**config.mk**
```make
export PLATFORM = sky130hd
export DESIGN_NAME = ex_mem_pipe_reg
export DESIGN_NICKNAME = d
export VERILOG_FILES = /design/src/rtl/ex_mem_pipe_reg.sv
export SDC_FILE = /design/constraint.sdc
export NUM_CORES = 1
export LEC_CHECK = 0
export BUFFER_PORTS_ARGS = -buffer_cell sky130_fd_sc_hd__clkbuf_2
export CORE_MARGIN = 2
export CORE_UTILIZATION = 49
export DETAILED_ROUTE_END_ITERATION = 12
export PLACE_DENSITY_LB_ADDON = 0.25
export SYNTH_ARGS = -nofsm -noshare
export SYNTH_HDL_FRONTEND = slang
export SYNTH_SLANG_ARGS = --single-unit
```
**constraint.sdc**
```tcl
create_clock -name clk -period 1.48 [get_ports clk]
set_input_delay 0.148 -clock clk [delete_from_list [all_inputs] [get_ports clk]]
set_output_delay 0.148 -clock clk [all_outputs]
set_load 0.1 [all_outputs]
```
**src/rtl/ex_mem_pipe_reg.sv**
```systemverilog
// EX/MEM pipeline stage register with a valid/ready handshake on both sides.
// A one-entry skid buffer keeps upstream ready fully registered, so there is
// no combinational path from out_ready to in_ready. Flush is synchronous.
// Bubbles zero the control fields and keep the data fields.
module ex_mem_pipe_reg #(
  parameter int unsigned DATA_BITS     = 32,
  parameter int unsigned REG_ADDR_BITS = 5,
  parameter int unsigned WB_BITS       = 2,
  parameter int unsigned M_BITS        = 3
) (
  input  logic                     clk,
  input  logic                     rst,
  input  logic                     in_valid,
  output logic                     in_ready,
  input  logic                     flush,
  input  logic [WB_BITS-1:0]       WB_in,
  input  logic [M_BITS-1:0]        M_in,
  input  logic [DATA_BITS-1:0]     ALU_result_in,
  input  logic [DATA_BITS-1:0]     ALU_src2_in,
  input  logic                     ALU_zero_in,
  input  logic [DATA_BITS-1:0]     PC_in,
  input  logic [REG_ADDR_BITS-1:0] REG_dst_in,
  output logic                     out_valid,
  input  logic                     out_ready,
  output logic [WB_BITS-1:0]       WB_out,
  output logic [M_BITS-1:0]        M_out,
  output logic [DATA_BITS-1:0]     ALU_result_out,
  output logic [DATA_BITS-1:0]     ALU_src2_out,
  output logic                     ALU_zero_out,
  output logic [DATA_BITS-1:0]     PC_out,
  output logic [REG_ADDR_BITS-1:0] REG_dst_out,
  output logic                     skid_full
);

  typedef struct packed {
    logic [WB_BITS-1:0]       wb;
    logic [M_BITS-1:0]        m;
    logic [DATA_BITS-1:0]     alu_result;
    logic [DATA_BITS-1:0]     alu_src2;
    logic                     alu_zero;
    logic [DATA_BITS-1:0]     pc;
    logic [REG_ADDR_BITS-1:0] reg_dst;
  } stage_t;

  stage_t in_pkt;
  stage_t m_q, m_d;
  stage_t s_q, s_d;
  logic   m_valid_q, m_valid_d;
  logic   s_valid_q, s_valid_d;
  logic   ready_q, ready_d;
  logic   in_fire;
  logic   m_free;

  // Gather the input fields into one payload
  assign in_pkt = '{wb:         WB_in,
                    m:          M_in,
                    alu_result: ALU_result_in,
                    alu_src2:   ALU_src2_in,
                    alu_zero:   ALU_zero_in,
                    pc:         PC_in,
                    reg_dst:    REG_dst_in};

  assign in_fire = in_valid && ready_q;
  assign m_free  = !m_valid_q || out_ready;

  // Next-state for main and skid entries; flush overrides everything
  always_comb begin
    m_d       = m_q;
    s_d       = s_q;
    m_valid_d = m_valid_q;
    s_valid_d = s_valid_q;
    if (flush) begin
      m_valid_d = 1'b0;
      s_valid_d = 1'b0;
      m_d.wb    = '0;
      m_d.m     = '0;
      s_d.wb    = '0;
      s_d.m     = '0;
    end else if (m_free) begin
      if (s_valid_q) begin
        m_d       = s_q;
        m_valid_d = 1'b1;
        if (in_fire) begin
          s_d       = in_pkt;
          s_valid_d = 1'b1;
        end else begin
          s_valid_d = 1'b0;
          s_d.wb    = '0;
          s_d.m     = '0;
        end
      end else if (in_fire) begin
        m_d       = in_pkt;
        m_valid_d = 1'b1;
      end else begin
        m_valid_d = 1'b0;
        m_d.wb    = '0;
        m_d.m     = '0;
      end
    end else if (in_fire) begin
      s_d       = in_pkt;
      s_valid_d = 1'b1;
    end
    ready_d = !s_valid_d;
  end

  // Stage state registers, cleared asynchronously
  always_ff @(posedge clk or negedge rst) begin
    if (!rst) begin
      m_q       <= '0;
      s_q       <= '0;
      m_valid_q <= 1'b0;
      s_valid_q <= 1'b0;
      ready_q   <= 1'b1;
    end else begin
      m_q       <= m_d;
      s_q       <= s_d;
      m_valid_q <= m_valid_d;
      s_valid_q <= s_valid_d;
      ready_q   <= ready_d;
    end
  end

  assign in_ready       = ready_q;
  assign out_valid      = m_valid_q;
  assign skid_full      = s_valid_q;
  assign WB_out         = m_q.wb;
  assign M_out          = m_q.m;
  assign ALU_result_out = m_q.alu_result;
  assign ALU_src2_out   = m_q.alu_src2;
  assign ALU_zero_out   = m_q.alu_zero;
  assign PC_out         = m_q.pc;
  assign REG_dst_out    = m_q.reg_dst;

endmodule

```
Word-level counts from Yosys, hierarchy flattened
Cells that the tools add are included.
{"block": "classes", "n_eq_ne": 2, "mux": 17, "bitwise": 1, "reduce_logical": 10}
{"cell": "two-way mux 107 bit", "n": 5}
{"cell": "two-way mux 102 bit", "n": 1}
{"cell": "two-way mux 5 bit", "n": 3}
{"cell": "two-way mux 1 bit", "n": 8}
{"cell": "AND reduction 3 bit", "n": 2}
{"cell": "nonzero test 2 bit", "n": 2}
{"cell": "!= test 3 bit (second input constant)", "n": 1}
{"cell": "nonzero test 3 bit", "n": 1}
{"cell": "zero test 1 bit", "n": 2}
{"cell": "!= test 2 bit (second input constant)", "n": 1}
{"cell": "AND reduction 2 bit", "n": 1}
{"cell": "logical AND 1 bit", "n": 1}
{"cell": "logical OR 1 bit", "n": 1}
{"cell": "NOT 1 bit", "n": 1}
{"block": "word_totals", "reg_bits": 217, "input_bits": 112, "elab_cells": 47}

Longest topological paths before layout
{"block": "depth", "word_depth": 6, "mapped_depth": 7}

Worst setup path after synthesis
OpenSTA, ideal clock, no wires.
{"block": "synth_path", "kind": "register to register", "from": "register m_valid_q (netlist: out_valid)", "to": "register s_q[76] (netlist bit)", "setup_time_ns": 0.125, "arrival_time_ns": 2.114, "setup_slack_ns": -0.759, "stages_incl_launch_ff": 7, "path_buffers": 3, "path_cell_list": "dfrtp_1 > nor2b_4 > o211a_1 > buf_6 > buf_6 > buf_6 > mux2_4"}
{"block": "synth_between", "elab_chain_len": 4, "elab_cells_between_ends": 5, "cone_classes": "1 x eq/ne; 1 x mux; 3 x reduce/logical"}
{"item": "start, declared", "line": "48", "text": "logic m_valid_q, m_valid_d;"}
{"item": "start signal, assigned", "line": "117", "text": "m_valid_q <= m_valid_d;"}
{"item": "zero test 1 bit *", "line": "64", "text": "assign m_free = !m_valid_q || out_ready;"}
{"item": "logical OR 1 bit *", "line": "64"}
{"item": "!= test 2 bit (no source line)"}
{"item": "AND reduction 3 bit (no source line)"}
{"item": "end signal, assigned", "line": "110", "text": "s_q <= '0;"}
{"item": "end signal, assigned", "line": "116", "text": "s_q <= s_d;"}
{"item": "end, declared", "line": "47", "text": "stage_t s_q, s_d;"}
Mark *: on every way between the ends. The rest lies on a longest branch, timed or not.
A chain may end at the register's enable or synchronous reset.

Worst setup path in the final report
{"block": "layout_path", "from": "register ready_q (netlist: in_ready)", "to": "register s_q[71] (netlist bit)"}
{"block": "layout_between", "elab_chain_len": 2}
{"item": "start, declared", "line": "50", "text": "logic ready_q, ready_d;"}
{"item": "start signal, assigned", "line": "119", "text": "ready_q <= ready_d;"}
{"item": "logical AND 1 bit", "line": "63", "text": "assign in_fire = in_valid && ready_q;"}
{"item": "AND reduction 3 bit (no source line)"}
No other way between the ends.

==> key figures <==
Cells and area
  • Area taken by multi-input logic gates: 4210 µm²
  • Number of filler instances in the final layout: 1117
  • Area growth from synthesis to layout: 49.6%
  • Fin util: 75.2%
  • Share of cells above drive strength 1: 64.7%
  • Most common cell after layout, fill and taps aside: sky130_fd_sc_hd__dfrtp_1
  • Commonest cells after routing, fill and taps aside: sky130_fd_sc_hd__dfrtp_1 (214), sky130_fd_sc_hd__mux2_2 (183), sky130_fd_sc_hd__mux2_4 (120)
  • Seq. cell area: 5440 µm²
  • Final-stage net count: 1084

GRT
  • Total routing usage reported by global routing: ~22%
  • Antenna violations before repair: 0
  • Via count of the first global-routing pass: 7334
  • Pin count of the biggest net entering global routing: just under 70
  • Sum of overflow across all layers after global routing: 0
  • Global-route wire length before repair: 36600 µm

Worst setup path
  • Number of stages on the worst setup path: 5
  • Kind of launch point of the worst setup path: register
  • Arrival time of the worst setup path: between 2 and 2.5 ns
  • Cell repeated most along the worst path: sky130_fd_sc_hd__buf_12
  • Launching instance or port of the critical path: in_ready
  • Highest fanout seen on the critical path: 13
  • Delay of the slowest cell on the worst path: 0.64 ns
  • Worst endpoint required time: between 1.5 and 2 ns
  • Launch point of the worst reg-to-reg path: in_ready
  • Sort of element at the end of the critical path: register
  • Buffer and inverter count on the worst path: 2
  • Worst-path cell chain: and2_4 -> o211a_4 -> buf_12 -> buf_12 -> mux2_2
  • Largest delay share family, worst path: flip-flops
  • Slack of the worst reg-to-reg path: -0.35 ns
  • Category of the critical setup timing path: register to register
  • Worst reg2reg path endpoint: s_q[71]
  • Crit path max-delay cell type: sky130_fd_sc_hd__dfstp_4
  • Length in cells of the worst reg-to-reg path: 5

Clocking
  • Number of buffers between clock root and the deepest sink: 3
  • CTS tree: done
  • Cts bufs inserted: 24
  • Later-pin clock latency in the skew report: about 0.5 ns
  • Clock sinks: approximately 220
  • H-Tree Depth: 1
  • Clock transition at the registers of the reported paths: 0.06 ns
  • Clock root buffer: sky130_fd_sc_hd__clkbuf_16

Power
  • Net load switching power: 0.00915 W
  • Leakage power figure: between 6 and 7 nW
  • PnR Total Power: around 0.023 W
  • Clock group share of total power: 26.3%
  • Sequential power share: 35.8%
  • Portion of total power attributed to combinational logic: 37.9%
  • Switching share of power: 39.6%
  • Power density normalized to cell area: 1630 nW/µm²
  • Max IR drop VDD: 1.60 mV
  • Cell Int Power: 0.0140 W

Flow run
  • MaxCap Viol Count: 0

Synth
  • Adder-cell share of the synthesized area: 0%
  • Yosys cell types: 25
  • Number of synthesized register bits: 217
  • Nets in the synthesized netlist: between 700 and 800
  • Largest family of logic cells by synthesized area: multiplexers
  • Dominant register cell in the synthesized netlist: sky130_fd_sc_hd__dfrtp_1
  • Async set-reset flop share out of synthesis: between 90% and 100%
  • Cells after synthesis: 590
  • Mux contribution to synthesized area: 37.9%
  • Complex-gate fraction of the synthesized area: 1.45%
  • Post-Synth XOR/XNOR Area: 0%
  • Yosys warning total: 0
  • Avg Synthesized Cell Area: 16.0 µm²
  • Number of enable flip-flop cells after synthesis: 0
  • Netlist Area Pre-Place: approximately 9500 µm²
  • Sequential element share of the synthesized area: 57.4%
  • Simple-gate area share of the yosys netlist: less than 1%

Hold path
  • Count of cells along the worst hold path: 3
  • Hold Path Class: input pin to register
  • Hold path startpoint: out_ready
  • Endpoint of the worst hold path: out_valid

Timing
  • Final count of negative-setup-slack endpoints: 215
  • Setup repair after global routing missed its margin: true
  • Worst slew margin relative to its limit: between 50% and 60%
  • Final worst clock skew: 0.00796 ns
  • Timing-limited maximum frequency: 548 MHz
  • Final setup margin: -0.346 ns
  • Max-slew violation count: 0
  • Actual transition at the worst max-transition pin: 0.647 ns
  • Total negative slack for setup checks: -51.52 ns
  • Part of the cycle the worst path needs: 123%
  • Minimum period implied by the final worst setup slack: 1.83 ns
  • Final hold viol count: 0

Floorplan
  • Top-level I/O count: 222
  • Placeable Area: 18800 µm²
  • Overall die area: 20400 µm²
  • Floorplan die height: about 140 µm
  • Initial Utilization: 50.3%
  • Horiz. Die Dim: 143 µm
  • Row count: 50

Placement
  • HPWL after DPL: 14600 µm
  • Total of buffers placed on input and output ports: approximately 220
  • Weighted congestion at the end of routability-driven global placement: 0.764

Run status
  • Violations in the final reports: setup timing
  • Result of the run: finished, violations left

Detailed routing
  • Total via count in the routed design: 6463
  • Drt first pass iters: 4
  • WL per Instance: between 20 and 25 µm
  • Drt total wl: 25300 µm
  • DRT antenna net count: 0
  • Starting DRC count in detailed routing: around 180
  • Final routed DRC violation total: 0
  • Vias per std cell: ~5.2
power by group through the flow:
stage / combinational [W] / clock, W / sequential, W
after floorplan: 0.00186 / 0 / 0.0125
after global placement: 0.00762 / 0 / 0.00814
after detailed placement: 0.00777 / 0 / 0.00827
after CTS: 0.00818 / 0.00618 / 0.00819
after global routing: 0.00907 / 0.00644 / 0.00840
final: 0.00876 / 0.00609 / 0.00827
synth_stat cells, types with 3 or more instances:
library cell                number  area share [%]
sky130_fd_sc_hd__mux2_1          8            0.95
sky130_fd_sc_hd__mux2_4         25             4.0
sky130_fd_sc_hd__mux2_2        273              32
sky130_fd_sc_hd__o2bb2ai_1       5            0.46
sky130_fd_sc_hd__buf_4           8            0.63
sky130_fd_sc_hd__dfrtp_1       216              57
sky130_fd_sc_hd__a21oi_1         3            0.16
sky130_fd_sc_hd__buf_6           7            0.83
sky130_fd_sc_hd__a22o_1          5            0.46
sky130_fd_sc_hd__buf_2          21             1.1
sky130_fd_sc_hd__mux2i_1         5            0.53
cell families (layout without fill, tap and decap cells):
group	Yosys count	after routing
buffers and inverters	37	435
muxes	311	311
AOI/OAI and AO/OA	17	17
DFF	217	217
other	0	1
and+or+nand+nor	8	8
layer usage:
layer  GRT usage [%]  wire (µm)  part of all wire (%)  vias to the layer above
met4            6.04        636                   2.5                        0
met5               0          0                     0                        -
met1            26.3      10000                    40                     3314
met3            5.30       1400                   5.5                       56
met2            41.0      13200                    52                      198
li1                -          -                     -                     2895
how the worst max path moves through the flow:
stage / end / slack (ns)
2_1_floorplan: s_q[76] / -0.44
3_3_place_gp: PC_out[15] / -0.24
3_5_place_dp: PC_out[25] / -0.32
4_1_cts: s_q[2] / -0.30
5_1_grt: s_q[71] / -0.38
6_report: s_q[71] / -0.35
stage by stage:
stage	setup slack [ns]	area, µm²	hold WS, ns	std cells
after CTS	-0.304	13300	-0.110	1224
after floorplan	-0.441	9500	-0.148	590
after detailed placement	-0.318	11200	0.0417	1069
after global routing	-0.380	14200	0.0821	1248
after global placement	-0.241	11200	0.0362	1069
final	-0.346	14200	0.0614	1249
worst min-delay path: cells and delay by family:
kind	cells	cell delay [ns]
compound gates	1	0.08
buf+inv	1	0.12
simple gates	1	0.18
sequential cells by signal (all words and copies together), names as in the netlist:
signal          count
s_q               107
ALU_result_out     32
ALU_src2_out       32
PC_out             32
REG_dst_out         5
M_out               3
WB_out              2
ALU_zero_out        1
in_ready            1
out_valid           1
skid_full           1
repair_timing:
item                                    in CTS  in global routing
buffers inserted                             3                 13
hold buffers                               108                  1
hold endpoints to repair                   336                  1
resized for setup                           34                241
pin swaps                                    0                  2
gates cloned                                 2                 10
endpoints found under the setup margin     284                322
layout make-up:
cell class | count | share of cell area (%)
diodes | 1 | 0.0177
repair buffers | 392 | 23.7
inverters | 1 | 0.0265
clock buffers | 34 | 5.08
clock inverters | 8 | 0.672
well taps | 260 | 2.30
flip-flops and latches | 217 | 38.4
multi-input cells | 336 | 29.8
Power figures use the tool's default switching activity.
